<file path="config.mk">
export PLATFORM = sky130hd
export DESIGN_NAME = router_ctrl
export DESIGN_NICKNAME = d
export VERILOG_FILES = /design/src/rtl/router_ctrl.sv
export SDC_FILE = /design/constraint.sdc
export NUM_CORES = 1
export LEC_CHECK = 0
export BUFFER_PORTS_ARGS = -buffer_cell sky130_fd_sc_hd__buf_2
export CORE_MARGIN = 1.5
export CORE_UTILIZATION = 35
export CTS_CLUSTER_DIAMETER = 80
export DETAILED_ROUTE_END_ITERATION = 10
export GPL_TIMING_DRIVEN = 0
export PLACE_DENSITY = 0.75
export SYNTH_ARGS = -nofsm -noshare
export SYNTH_HDL_FRONTEND = slang
export SYNTH_SLANG_ARGS = --single-unit
</file>
<file path="constraint.sdc">
create_clock -name clock -period 1.9 [get_ports clock]
set_clock_uncertainty 0.05 [all_clocks]
set_input_delay 0.095 -clock clock [delete_from_list [all_inputs] [get_ports clock]]
set_output_delay 0.095 -clock clock [all_outputs]
set_load 0.05 [all_outputs]
</file>
<file path="src/rtl/router_ctrl.sv">
// rtl/router_ctrl.sv - router write-side controller FSM with per-destination FIFO steering.
// Optional per-destination read watchdog enabled by defining ROUTER_CTRL_WATCHDOG_EN.
module router_ctrl #(
  parameter int TIMEOUT_CYCLES = 30
) (
  input  logic       clock,
  input  logic       resetn,
  input  logic       pkt_valid,
  input  logic [1:0] data_in,
  input  logic       parity_done,
  input  logic       low_pkt_valid,
  input  logic [2:0] fifo_full,
  input  logic [2:0] fifo_empty,
  input  logic [2:0] read_enb,
  output logic       busy,
  output logic       detect_add,
  output logic       lfd_state,
  output logic       ld_state,
  output logic       laf_state,
  output logic       full_state,
  output logic       rst_int_reg,
  output logic       write_enb_reg,
  output logic       sel_full,
  output logic [2:0] write_enb,
  output logic [2:0] vld_out,
  output logic [2:0] soft_reset
);

  typedef enum logic [2:0] {
    DECODE_ADDRESS, LOAD_FIRST_DATA, LOAD_DATA, FIFO_FULL_STATE,
    LOAD_AFTER_FULL, LOAD_PARITY, CHECK_PARITY_ERROR, WAIT_TILL_EMPTY
  } state_t;

  state_t     state, next_state;
  logic [1:0] addr;
  logic       empty_sel, soft_reset_sel;

  // addr never holds 2'b11, so the default arms are unreachable
  always_comb begin
    sel_full       = 1'b0;
    empty_sel      = 1'b0;
    soft_reset_sel = 1'b0;
    case (addr)
      2'd0: begin sel_full = fifo_full[0]; empty_sel = fifo_empty[0]; soft_reset_sel = soft_reset[0]; end
      2'd1: begin sel_full = fifo_full[1]; empty_sel = fifo_empty[1]; soft_reset_sel = soft_reset[1]; end
      2'd2: begin sel_full = fifo_full[2]; empty_sel = fifo_empty[2]; soft_reset_sel = soft_reset[2]; end
      default: ;
    endcase
  end

  always_ff @(posedge clock or negedge resetn) begin
    if (!resetn) begin
      state <= DECODE_ADDRESS;
      addr  <= 2'd0;
    end else begin
      state <= next_state;
      if (state == DECODE_ADDRESS && pkt_valid && data_in != 2'b11)
        addr <= data_in;
    end
  end

  always_comb begin
    next_state = state;
    case (state)
      DECODE_ADDRESS:
        if (pkt_valid && data_in != 2'b11)
          next_state = fifo_empty[data_in] ? LOAD_FIRST_DATA : WAIT_TILL_EMPTY;
      LOAD_FIRST_DATA:    next_state = LOAD_DATA;
      LOAD_DATA:
        if (sel_full)        next_state = FIFO_FULL_STATE;
        else if (!pkt_valid) next_state = LOAD_PARITY;
      FIFO_FULL_STATE:    next_state = sel_full ? FIFO_FULL_STATE : LOAD_AFTER_FULL;
      LOAD_AFTER_FULL:
        if (parity_done)        next_state = DECODE_ADDRESS;
        else if (low_pkt_valid) next_state = LOAD_PARITY;
        else                    next_state = LOAD_DATA;
      LOAD_PARITY:        next_state = CHECK_PARITY_ERROR;
      CHECK_PARITY_ERROR: next_state = sel_full ? FIFO_FULL_STATE : DECODE_ADDRESS;
      WAIT_TILL_EMPTY:    next_state = empty_sel ? LOAD_FIRST_DATA : WAIT_TILL_EMPTY;
      default:            next_state = DECODE_ADDRESS;
    endcase
    if (soft_reset_sel)
      next_state = DECODE_ADDRESS;
  end

  always_comb begin
    detect_add    = (state == DECODE_ADDRESS);
    lfd_state     = (state == LOAD_FIRST_DATA);
    ld_state      = (state == LOAD_DATA);
    laf_state     = (state == LOAD_AFTER_FULL);
    full_state    = (state == FIFO_FULL_STATE);
    rst_int_reg   = (state == CHECK_PARITY_ERROR);
    write_enb_reg = (state == LOAD_DATA) || (state == LOAD_PARITY) || (state == LOAD_AFTER_FULL);
    busy          = !((state == DECODE_ADDRESS) || (state == LOAD_DATA));
  end

  assign write_enb = write_enb_reg ? (3'b001 << addr) : 3'b000;
  assign vld_out   = ~fifo_empty;

`ifdef ROUTER_CTRL_WATCHDOG_EN
  localparam logic [4:0] WD_LAST = 5'(TIMEOUT_CYCLES - 1);
  logic [4:0] wd_cnt [3];

  // A pulse restarts the count, so a reader that stays stalled gets re-flagged every TIMEOUT_CYCLES
  always_ff @(posedge clock or negedge resetn) begin
    if (!resetn) begin
      soft_reset <= 3'b000;
      for (int k = 0; k < 3; k++) wd_cnt[k] <= 5'd0;
    end else begin
      for (int k = 0; k < 3; k++) begin
        if (vld_out[k] && !read_enb[k]) begin
          soft_reset[k] <= (wd_cnt[k] == WD_LAST);
          wd_cnt[k]     <= (wd_cnt[k] == WD_LAST) ? 5'd0 : wd_cnt[k] + 5'd1;
        end else begin
          soft_reset[k] <= 1'b0;
          wd_cnt[k]     <= 5'd0;
        end
      end
    end
  end
`else
  logic unused_read_enb;
  assign unused_read_enb = ^read_enb;
  assign soft_reset      = 3'b000;
`endif

endmodule

</file>
==> flow_summary.yaml <==
setup_path:
  reg2reg_from: "addr[0]$_DFFE_PN0P_"
  r2r_end: "state[2]$_DFFE_PN0P_"
  path_class: "register to output pin"
  arrival_ps: 1630
  worstSetupStartpointType: "register"
  end_kind: "output pin"
  r2r_cells: 5
  reg2reg_slack_ps: 350
  critPathRequiredTime_ps: 1750
  startpoint: "state[2]$_DFFE_PN0P_"
  cp_max_fo: 10
  cp-endpoint: "write_enb[2]"
sta:
  fin_crit_sh: 0.933
  min_period_ps: 1770
  final_max_slew_viol_count: 0
  finalHoldViolCount: 0
  fmax_mhz: 564
  setup_violations: 0
  rsz0062_at_grt: "false"
global_routing:
  antenna_found_initial: 0
  overflow: 0
  grt_max_degree: 11
  track_usage: 0.143
  grt_pass1_wl_um: 1900
  grt_pass1_vias: 484
drt:
  wl_per_cell_um: 10.4
  drt-total-wl_um: 1210
  dr.pass1.iters: 4
  vias_per_cell: 4.88
  drc: 0
  vias: 566
  drtIter0Drc: 6
  detail-route-antenna-nets: 0
logic_synthesis:
  yosys_register_bits: 5
  yosysUniqueCellTypes: 36
  synthFlopType: "dfrtp_1"
  synth-edff-count: 0
  yosysSeqAreaShare: 0.239
  avgSynthCellArea_um2: 7.81
  synthCells: 67
  yosysWarnings: 0
  syn_area_um2: 523
  ys_async_sr_fraction: 1.00
final_layout:
  final_cells: 116
  area_growth_syn_to_layout_pct: 47.1
  nNetsFinal: 118
  drive_gt1_frac: 0.465
  antenna_cells: 0
power_and_ir_drop:
  p_sw_mw: 0.915
  power.density_nw_per_um2: 2040
  power_frac_seq: 0.124
  combPwrFrac: 0.802
  clockPowerShare: 0.073
  power_mw: 1.57
  p_sw_frac: 0.584
  peakVddDrop_v: 0.00104
  intPower_mw: 0.652
  p_leak_nw: 0.403
placement:
  port_buffers: 27
  place_congestion: 0.768
  dp_hpwl_um: 1000
  dp_cells: 111
cts:
  cts_tree: "yes"
  max-clock-path-buffers: 2
  numCtsBuffers: 3
  cts_sinks: 5
  cts-root-buf: "clkbuf_4"
  htree_levels: 1
  clkTransAtPathRegs_ps: 40
  worstSkewPairLatency_ps: 230
  cts_setup_buffers: 0
die:
  die-area_um2: 1740
  core_area_um2: 1350
  start_util: 0.387
  num_rows: 13
  die_w_um: 41.7
  boundaryPins: 34
  fp.dieH_um: 41.7
hold_path:
  hold_class: "primary input to register"
status:
  status: "complete, no violations"
run:
  cap_viol_max_count: 0
==> worst max-delay path, stage by stage, from the launching register on <==
cell and delay [ps]:
dfrtp_1 370, buf_2 170, nor2_1 170, and2_2 200, nor2_4 70, nor3b_4 160, clkbuf_4 250
==> metal layers <==
layer | track usage | up-vias | routed length (um)
met3 | 0.0348 | 0 | 76
met5 | 0 | - | 0
met1 | 0.180 | 250 | 531
met4 | 0.0774 | 0 | 0
met2 | 0.222 | 22 | 596
li1 | - | 294 | -
==> power groups by stage <==
stage / registers (mW) / clock network (mW) / logic (mW)
4_1_cts: 0.194 / 0.121 / 1.24
2_1_floorplan: 0.188 / 0 / 1.02
3_5_place_dp: 0.196 / 0 / 1.23
5_1_grt: 0.203 / 0.129 / 1.34
3_3_place_gp: 0.193 / 0 / 1.22
6_report: 0.195 / 0.115 / 1.26
==> flip-flops by register name, summed over array words and instances, names as in the netlist <==
signal / count
addr: 2
state: 3
==> worst min-delay path by stage <==
stage | from | end | slack (ps) | cells past startpoint
6_report | data_in[0] | addr[0]$_DFFE_PN0P_ | 120 | 2
5_1_grt | data_in[0] | addr[0]$_DFFE_PN0P_ | 130 | 2
4_1_cts | data_in[0] | addr[0]$_DFFE_PN0P_ | 110 | 2
3_5_place_dp | resetn | addr[1]$_DFFE_PN0P_ | -140 | 1
3_3_place_gp | resetn | addr[1]$_DFFE_PN0P_ | -140 | 1
2_1_floorplan | resetn | addr[0]$_DFFE_PN0P_ | -250 | 0
==> placed cells by master, fill, tap and decap left out, drive strengths merged <==
| master | synthesis | final |
|---|---|---|
| a21boi | 1 | 1 |
| a21o | 1 | 1 |
| a21oi | 2 | 2 |
| a2bb2oi | 1 | 1 |
| a31o | 1 | 1 |
| a31oi | 3 | 3 |
| and2 | 2 | 2 |
| and3 | 1 | 1 |
| and3b | 2 | 2 |
| buf | 6 | 32 |
| clkbuf | 2 | 7 |
| conb | 1 | 3 |
| dfrtp | 5 | 5 |
| dlygate4sd3 | 0 | 1 |
| inv | 5 | 5 |
| mux2i | 3 | 3 |
| nand2 | 3 | 3 |
| nand2b | 1 | 1 |
| nand3 | 1 | 1 |
| nand3b | 2 | 2 |
| nor2 | 6 | 6 |
| nor2b | 3 | 3 |
| nor3 | 2 | 2 |
| nor3b | 4 | 4 |
| o21a | 1 | 1 |
| o21ai | 3 | 3 |
| o221ai | 1 | 1 |
| o22a | 2 | 2 |
| or2 | 1 | 1 |
| or3b | 1 | 1 |
==> cell usage after synthesis, types with 2 or more instances <==
cell      number  area share
a21oi_1        2       0.019
a31oi_1        3       0.036
and2_1         2       0.024
and3b_1        2       0.033
buf_2          2       0.019
buf_4          3       0.043
dfrtp_1        5        0.24
inv_1          4       0.029
mux2i_1        2       0.038
nand2_1        3       0.022
nand3b_1       2       0.029
nor2_1         6       0.043
nor2b_1        3       0.036
nor3b_1        4       0.057
o21ai_0        2       0.019
o22a_1         2       0.033
==> per-stage QoR <==
| step | hold WS, ps | worst slack [ps] | util | setup TNS, ps | cell area (um^2) |
|---|---|---|---|---|---|
| 6_report | 119 | 128 | 0.570 | 0 | 769 |
| 5_1_grt | 127 | 9.17 | 0.570 | 0 | 769 |
| 3_5_place_dp | -141 | 100 | 0.533 | 0 | 719 |
| 4_1_cts | 112 | 24.8 | 0.562 | 0 | 758 |
| 2_1_floorplan | -251 | -6.08 | - | -7.54 | 566 |
| 3_3_place_gp | -143 | 123 | 0.533 | 0 | 719 |
==> layout make-up <==
cell class | count | area (um^2)
Buffer | 8 | 53.8
Clock buffer | 4 | 26.3
Fill cell | 143 | 581
Inverter | 5 | 18.8
Multi-Input combinational cell | 51 | 377
Sequential cell | 5 | 125
Tap cell | 15 | 18.8
Timing Repair Buffer | 28 | 150
==> timing repair <==
item | 4_1_cts | 5_1_grt
pin swaps | 0 | 0
gates resized for setup | 1 | 6
endpoints found under the hold margin | 5 | 0
hold buffers | 1 | 0
endpoints found under the setup margin | 4 | 4
==> kinds of logic after synthesis <==
kind of cell	share of synthesized area
mux	0.0646
compound gates	0.218
simple gates	0.335
buf+inv	0.136
other cells	0.00717
flops	0.239
(Power assumes the default switching activity.)
